## config.mk

```make
export PLATFORM = sky130hd
export DESIGN_NAME = mmio_uart_tx
export DESIGN_NICKNAME = d
export VERILOG_FILES = /design/src/rtl/mmio_uart_tx.sv
export SDC_FILE = /design/constraint.sdc
export NUM_CORES = 1
export LEC_CHECK = 0
export CAP_MARGIN = 15
export CELL_PAD_IN_SITES_DETAIL_PLACEMENT = 0
export CELL_PAD_IN_SITES_GLOBAL_PLACEMENT = 2
export CORE_UTILIZATION = 40
export CTS_CLUSTER_DIAMETER = 100
export DETAILED_ROUTE_END_ITERATION = 8
export DONT_BUFFER_PORTS = 1
export GPL_ROUTABILITY_DRIVEN = 1
export PLACE_DENSITY = 0.76
export SLEW_MARGIN = 20
export SYNTH_ARGS = -nofsm -noshare
export SYNTH_HDL_FRONTEND = slang
export SYNTH_SLANG_ARGS = --single-unit
export TNS_END_PERCENT = 100
```

## constraint.sdc

```tcl
create_clock -name clk -period 2.7 [get_ports clk]
set_input_delay 0.27 -clock clk [delete_from_list [all_inputs] [get_ports clk]]
set_output_delay 0.27 -clock clk [all_outputs]
set_load 0.01 [all_outputs]
```

## src/rtl/mmio_uart_tx.sv

```systemverilog
// Memory-mapped 8N1 UART transmitter: TXDATA/STATUS register pair, a small
// transmit FIFO and a registered serial shifter with back-to-back framing.
module mmio_uart_tx #(
    parameter logic [15:0] BASE_ADDR    = 16'hFF00,
    parameter int          CLKS_PER_BIT = 16,
    parameter int          FIFO_DEPTH   = 4
) (
    input  logic        clk,
    input  logic        reset,
    input  logic [15:0] address,
    input  logic [7:0]  data_in,
    input  logic        mem_read,
    input  logic        mem_write,
    output logic [15:0] data_out,
    output logic        data_out_en,
    output logic        tx
);

    localparam int CNT_W = $clog2(CLKS_PER_BIT);
    localparam int PTR_W = $clog2(FIFO_DEPTH);
    localparam logic [CNT_W-1:0] CNT_LAST    = CNT_W'(CLKS_PER_BIT - 1);
    localparam logic [PTR_W:0]   COUNT_FULL  = (PTR_W+1)'(FIFO_DEPTH);
    localparam logic [15:0]      STATUS_ADDR = BASE_ADDR + 16'd1;

    typedef enum logic [1:0] {IDLE, START, DATA, STOP} state_t;

    // ---------------------------------------------------------------
    // Bus decode
    // ---------------------------------------------------------------
    logic sel_data, sel_status;
    logic push_req, status_rd;

    assign sel_data  = (address == BASE_ADDR);
    assign sel_status = (address == STATUS_ADDR);
    assign push_req  = mem_write && sel_data;
    assign status_rd = mem_read && sel_status;

    // ---------------------------------------------------------------
    // Transmit FIFO
    // ---------------------------------------------------------------
    logic [7:0]     fifo_mem [FIFO_DEPTH];
    logic [PTR_W-1:0] wr_ptr, rd_ptr;
    logic [PTR_W:0] count;
    logic           empty, full;
    logic           pop, push, drop;
    logic           overflow;

    assign empty = (count == '0);
    assign full  = (count == COUNT_FULL);
    // A pop at the same edge frees a slot, so a push into a full FIFO is
    // still accepted then.
    assign push  = push_req && (!full || pop);
    assign drop  = push_req && full && !pop;

    always_ff @(posedge clk) begin
        if (push)
            fifo_mem[wr_ptr] <= data_in;
    end

    always_ff @(posedge clk or posedge reset) begin
        if (reset) begin
            wr_ptr   <= '0;
            rd_ptr   <= '0;
            count    <= '0;
            overflow <= 1'b0;
        end else begin
            if (push)
                wr_ptr <= wr_ptr + 1'b1;
            if (pop)
                rd_ptr <= rd_ptr + 1'b1;
            case ({push, pop})
                2'b10:   count <= count + 1'b1;
                2'b01:   count <= count - 1'b1;
                default: count <= count;
            endcase
            // A new drop outranks the read-to-clear.
            if (drop)
                overflow <= 1'b1;
            else if (status_rd)
                overflow <= 1'b0;
        end
    end

    // ---------------------------------------------------------------
    // Serial FSM
    // ---------------------------------------------------------------
    state_t         state, state_next;
    logic [CNT_W-1:0] cnt, cnt_next;
    logic [2:0]     bit_idx, bit_idx_next;
    logic [7:0]     shift_reg, shift_next;
    logic           tx_next;
    logic           busy;
    logic           bit_done;

    assign busy     = (state != IDLE);
    assign bit_done = (cnt == CNT_LAST);

    always_ff @(posedge clk or posedge reset) begin
        if (reset) begin
            state     <= IDLE;
            cnt       <= '0;
            bit_idx   <= '0;
            shift_reg <= '0;
            tx        <= 1'b1;
        end else begin
            state     <= state_next;
            cnt       <= cnt_next;
            bit_idx   <= bit_idx_next;
            shift_reg <= shift_next;
            tx        <= tx_next;
        end
    end

    always_comb begin
        state_next   = state;
        cnt_next     = bit_done ? '0 : cnt + 1'b1;
        bit_idx_next = bit_idx;
        shift_next   = shift_reg;
        tx_next      = tx;
        pop          = 1'b0;
        case (state)
            IDLE: begin
                cnt_next = '0;
                tx_next  = 1'b1;
                if (!empty) begin
                    pop        = 1'b1;
                    shift_next = fifo_mem[rd_ptr];
                    state_next = START;
                    tx_next    = 1'b0;
                end
            end
            START: begin
                if (bit_done) begin
                    state_next   = DATA;
                    bit_idx_next = '0;
                    tx_next      = shift_reg[0];
                end
            end
            DATA: begin
                if (bit_done) begin
                    if (bit_idx == 3'd7) begin
                        state_next = STOP;
                        tx_next    = 1'b1;
                    end else begin
                        bit_idx_next = bit_idx + 3'd1;
                        tx_next      = shift_reg[bit_idx + 3'd1];
                    end
                end
            end
            STOP: begin
                // Chain straight into the next START to avoid an idle gap.
                if (bit_done) begin
                    if (!empty) begin
                        pop        = 1'b1;
                        shift_next = fifo_mem[rd_ptr];
                        state_next = START;
                        tx_next    = 1'b0;
                    end else begin
                        state_next = IDLE;
                        tx_next    = 1'b1;
                    end
                end
            end
            default: begin
                state_next = IDLE;
                tx_next    = 1'b1;
            end
        endcase
    end

    // ---------------------------------------------------------------
    // Read data path
    // ---------------------------------------------------------------
    always_comb begin
        data_out    = 16'h0000;
        data_out_en = 1'b0;
        if (status_rd) begin
            data_out_en = 1'b1;
            data_out    = {12'b0, overflow, busy, empty, full};
        end else if (mem_read && sel_data) begin
            data_out_en = 1'b1;
        end
    end

endmodule

```

### After elaboration in Yosys (flattened, before gate mapping)

Memory sizes are Yosys's and may differ from the RTL's.
Index checks and enable logic that the tools add are counted.

* bits in registers: 26
* memory bits (writable): 32
* input port bits: 28
* output and inout bits: 18
* logic and storage cells: 88
* memories: 1

Memory list
* fifo_mem: words 4, width 8, read ports 1, clocked after Yosys merged registers in 0, wr ports 1, line 41 `logic [7:0] fifo_mem [FIFO_DEPTH];`

* add/sub/neg operators: 6
* magnitude comparators: 1
* equality and inequality tests: 16
* muxes and demuxes: 35
* reductions and logical operators: 20

Operators by type and width (count)
* $eq 16x16->1 const B: 2
* $mux 8: 2
* $pmux 8 s2: 1
* $mux 1: 15
* $mux 4: 3
* $ne 2x2->1 const B: 6
* $pmux 3 s2: 2
* $mux 2: 5
* $reduce_bool 2->1: 5
* $mux 3: 3
* $pmux 2 s4: 1
* $add 3x1->3 const B: 2
* $eq 2x2->1 const B: 3
* $eq 3x3->1 const B: 2
* $logic_and 1x1->1: 6
* $reduce_and 5->1: 1
* $add 2x1->2 const B: 2
* $add 4x1->4 const B: 1
* $eq 2x1->1 const B: 2
* $eq 4x4->1 const B: 1
* $lt 3x4->1 const B: 1
* $pmux 1 s4: 1
* $reduce_and 4->1: 1
* $bmux 1 s3: 1
* 8 further kinds: 9

### Logic depth before layout (Yosys ltp)

* depth in word-level cells: 8
* mapped depth: 12
* mapped depth without buffers: 11

### Least setup slack after synthesis

No wires, ideal clock.

* path type: flip-flop to flip-flop
* start point: reg state[0]
* end point: reg count[2]
* setup time: 79 ps
* arrival: 2315 ps
* required time: 2621 ps
* slack: 306 ps
* cell stages (with the launch flop): 13
* path buffers: 1
* clock period less this slack: 2394 ps
* cell sequence: dfrtp_1 -> inv_1 -> ha_1 -> clkbuf_1 -> a41oi_1 -> o2111ai_1 -> nand3_2 -> ha_1 -> inv_1 -> fa_1 -> xor2_1 -> nor2_1 -> xor2_1

* longest elaborated chain between the ends: 6
* elaborated cells on any way between the ends: 9
* classes of those cells: eq/ne: 3; mux: 2; reduce/logical: 4

Ends and longest elaborated chain
* from (decl): line 87 `state_t state, state_next;`
* from (signal assigned): line 106 `state <= state_next;`
* $eq 2x2->1 / $logic_not 2->1 (equally long branches): line 121 `case (state)`
* $pmux 1 s2 *: line 121
* $logic_or 1x1->1: line 52 `assign push = push_req && (!full || pop);`
* $logic_and 1x1->1: line 52
* $eq 2x1->1 / $eq 2x2->1 (equally long branches): line 71 `case ({push, pop})`
* $pmux 3 s2 / $reduce_bool 2->1 (equally long branches)
* to (signal assigned): line 72 `2'b10: count <= count + 1'b1;`
* to (signal assigned): line 73 `2'b01: count <= count - 1'b1;`
* to (signal assigned): line 74 `default: count <= count;`
* to (decl): line 43 `logic [PTR_W:0] count;`

Mark *: on every way between the ends. The rest lies on a longest branch, timed or not.
A chain may end at the register's enable or synchronous reset.

### Worst setup path in the final report

Ends and elaborated chain as after synthesis.

==> results.py <==
metrics = {
    "final_layout": {
        "syn2layout_area_growth_pct": 11.1,
        "layout_common_cells": "32 x edfxtp_1, 25 x dfrtp_1, 12 x inv_1, 12 x ha_1, 12 x conb_1",
        "largest_reg_flops": 32,
        "nNetsFinal": 244,
        "drive_gt1_share_pct": 25.5,
        "antenna_cells": 0,
        "nFillCells": 555,
        "layout_commonest_cell": "edfxtp_1",
        "final_core_util_pct": 46.9,
    },
    "pwr": {
        "total_power_mw": 1.64,
        "p_sw_share_pct": 22.7,
        "p_clk_share_pct": 41.5,
        "power.density_nw_per_um2": 540,
        "p_leak_nw": 1.20,
        "power_frac_comb_pct": 1.6,
        "seqPwrFrac_pct": 56.9,
        "p_sw_uw": 373,
        "intPower_mw": 1.27,
        "irDropWorstVdd_uv": 382,
    },
    "run_status": {
        "outcome": "finished, violations left",
        "violations": "DRC",
    },
    "critical_path": {
        "r2r_cells": 10,
        "crit_fanout": 6,
        "critPathSlowestCell": "dfrtp_1",
        "rr_startpoint": "state[0]",
        "critPathArrivalTime_ns": 2.68,
        "start_kind": "register",
        "critical_path.top_delay_family": "adder cells",
        "worstSetupPathType": "register to register",
        "crit_required_ns": 2.96,
        "reg2reg_to": "count[2]",
        "slowest_delay_ns": 0.45,
        "cp.buffers_inverters": 1,
        "cp-end-kind": "register",
        "r2r_slack_ns": 0.28,
        "crit_chain": "ha_1 > a41oi_1 > o2111ai_1 > nand3_2 > ha_1 > inv_1 > fa_1 > xor2_1 > nor2_1 > xor2_1",
    },
    "timing": {
        "fin_tns_setup_ns": 0,
        "finalHoldViolations": 0,
        "fin_crit_sh_pct": 89.8,
        "rsz0062_at_grt": "no",
        "min_period_ns": 2.42,
        "drv_slew": 0,
        "tightest_slew_ns": 0.616,
        "slew_headroom_pct": 59.0,
        "setup_viol": 0,
        "fin_skew_ns": 0.00723,
        "fmax_mhz": 412,
    },
    "clock_tree": {
        "cts.sink_count": 58,
        "clockBufferDepth": 2,
        "worstSkewPairLatency_ns": 0.33,
        "cts-buffers-inserted": 9,
        "path_clk_slew_ns": 0.07,
        "cts_setup_buffers": 0,
        "cts_tree": "done",
        "ctsHtreeMaxLevel": 3,
        "cts_root_buf": "clkbuf_8",
    },
    "grt": {
        "grt_use_total_pct": 14.6,
        "grt_pass1_vias": 1598,
        "grt_max_degree": 27,
        "grt_antenna_before_repair": 0,
        "overflow": 0,
        "grt_pass1_wl_um": 7750,
    },
    "placement": {
        "portBuffers": 0,
        "place.gp.congestion": 0.711,
        "dp_hpwl_um": 3230,
    },
    "synth": {
        "synth_top_area_share_pct": 35.1,
        "yosysSeqAreaShare_pct": 58.9,
        "syn-mean-instance-area_um2": 14.9,
        "synth_cells": 184,
        "synth_area_um2": 2740,
        "synth_area_leaders": "edfxtp_1 35%, dfrtp_1 23%, mux4_2 8.2%, ha_1 5.5%, mux2_2 4.1%",
        "synth_cell_types": 44,
        "synth-edff-count": 32,
        "synth-async-reset-ratio_pct": 44.8,
        "synth_top_area_cell": "edfxtp_1",
        "synth_warnings": 0,
        "synth_top_flop_cell": "edfxtp_1",
        "synth_seq_cells": 58,
    },
    "hold_path": {
        "holdPathStages": 0,
        "hold_end": "fifo_mem[2][3]",
        "hold_path.class": "primary input to register",
        "hp-start": "data_in[3]",
    },
    "die": {
        "pin_count": 46,
        "die-area_um2": 7190,
        "die_w_um": 84.8,
        "initial_core_util_pct": 42.2,
        "rows": 29,
        "core_um2": 6490,
        "die_h_um": 84.8,
    },
    "drt": {
        "drc": 1,
        "first_iter_violations": 43,
        "dr.pass1.iters": 6,
        "num_vias": 1508,
        "ant_nets": 0,
        "vias_per_cell": 5.29,
        "drt-wirelength-per-cell_um": 16.0,
        "wl_um": 4560,
    },
    "run": {
        "max-cap-violations": 0,
    },
}
-- power by group through the flow --
| stage | logic, mW | clock network (mW) | registers [mW] |
|---|---|---|---|
| floorplan | 0.0303 | 0 | 0.954 |
| global placement | 0.0197 | 0 | 0.954 |
| detailed placement | 0.0204 | 0 | 0.954 |
| CTS | 0.0203 | 0.710 | 0.936 |
| global route | 0.0294 | 0.761 | 0.935 |
| finish | 0.0256 | 0.682 | 0.936 |
-- synth_stat cells (2+ instances only) --
cell type and count:
nor2_1 9, or4b_4 2, a41oi_1 2, ha_1 12, nand3_1 2, a31oi_1 2, o21ai_0 2, dfrtp_1 25
nor3_1 3, a22o_1 5, and3_1 3, mux2_2 10, nand2_1 5, xnor2_1 4, edfxtp_1 32, buf_4 12
inv_1 13, mux4_2 10, xor2_1 3, clkbuf_1 2, mux2i_1 2, nor2b_1 2
-- cell type report --
type,instances,area [µm²],area share (%)
clock inverters,7,45.0,1.48
clock buffers,9,124,4.07
inverters,13,48.8,1.60
repair buffers,12,100,3.29
well taps,77,96.3,3.16
multi-input cells,109,1020,33.4
flip-flops and latches,58,1610,53.0
-- layer usage --
layer  vias up  wire [µm]  GRT usage [%]
met2        49       2410           24.7
li1        701          -              -
met3         9        252           5.80
met4         0         78           7.40
met1       749       1820           15.9
met5         -          0              0
-- metrics by stage --
step	instances	hold WS [ns]	area, µm²	setup slack [ns]
6_report	285	0.0277	3050	0.275
5_1_grt	285	0.00267	3050	0.106
4_1_cts	281	0.00438	3010	0.280
3_5_place_dp	265	0.369	2840	0.297
3_3_place_gp	265	0.369	2840	0.402
2_1_floorplan	195	0.309	2780	0.306
-- timing repair --
item	in CTS	in global routing
resized for setup	0	0
hold buffers	0	4
endpoints found under the hold margin	0	31
-- cells by family (layout without fill, tap and decap cells) --
logic type / Yosys count / after routing / share of synthesized area [%]
flip-flops: 58 / 58 / 58.9
AND/OR/NAND/NOR: 35 / 35 / 7.90
buffers and inverters: 28 / 41 / 5.48
XOR/XNOR: 7 / 7 / 2.24
multiplexers: 23 / 23 / 13.6
other: 1 / 12 / 0.137
adder cells (fa/ha/maj): 13 / 13 / 6.21
AO/OA/AOI/OAI: 19 / 19 / 5.57
-- worst max-delay path by stage --
stage | start | endpoint | slack (ns) | depth (start not counted)
floorplan | state[0] | count[2] | 0.31 | 12
global placement | state[0] | count[2] | 0.40 | 10
detailed placement | state[0] | count[2] | 0.30 | 10
CTS | state[0] | count[2] | 0.28 | 10
global route | state[0] | count[2] | 0.11 | 10
finish | state[0] | count[2] | 0.28 | 10
No activity file was read; power rests on OpenSTA's default activity.
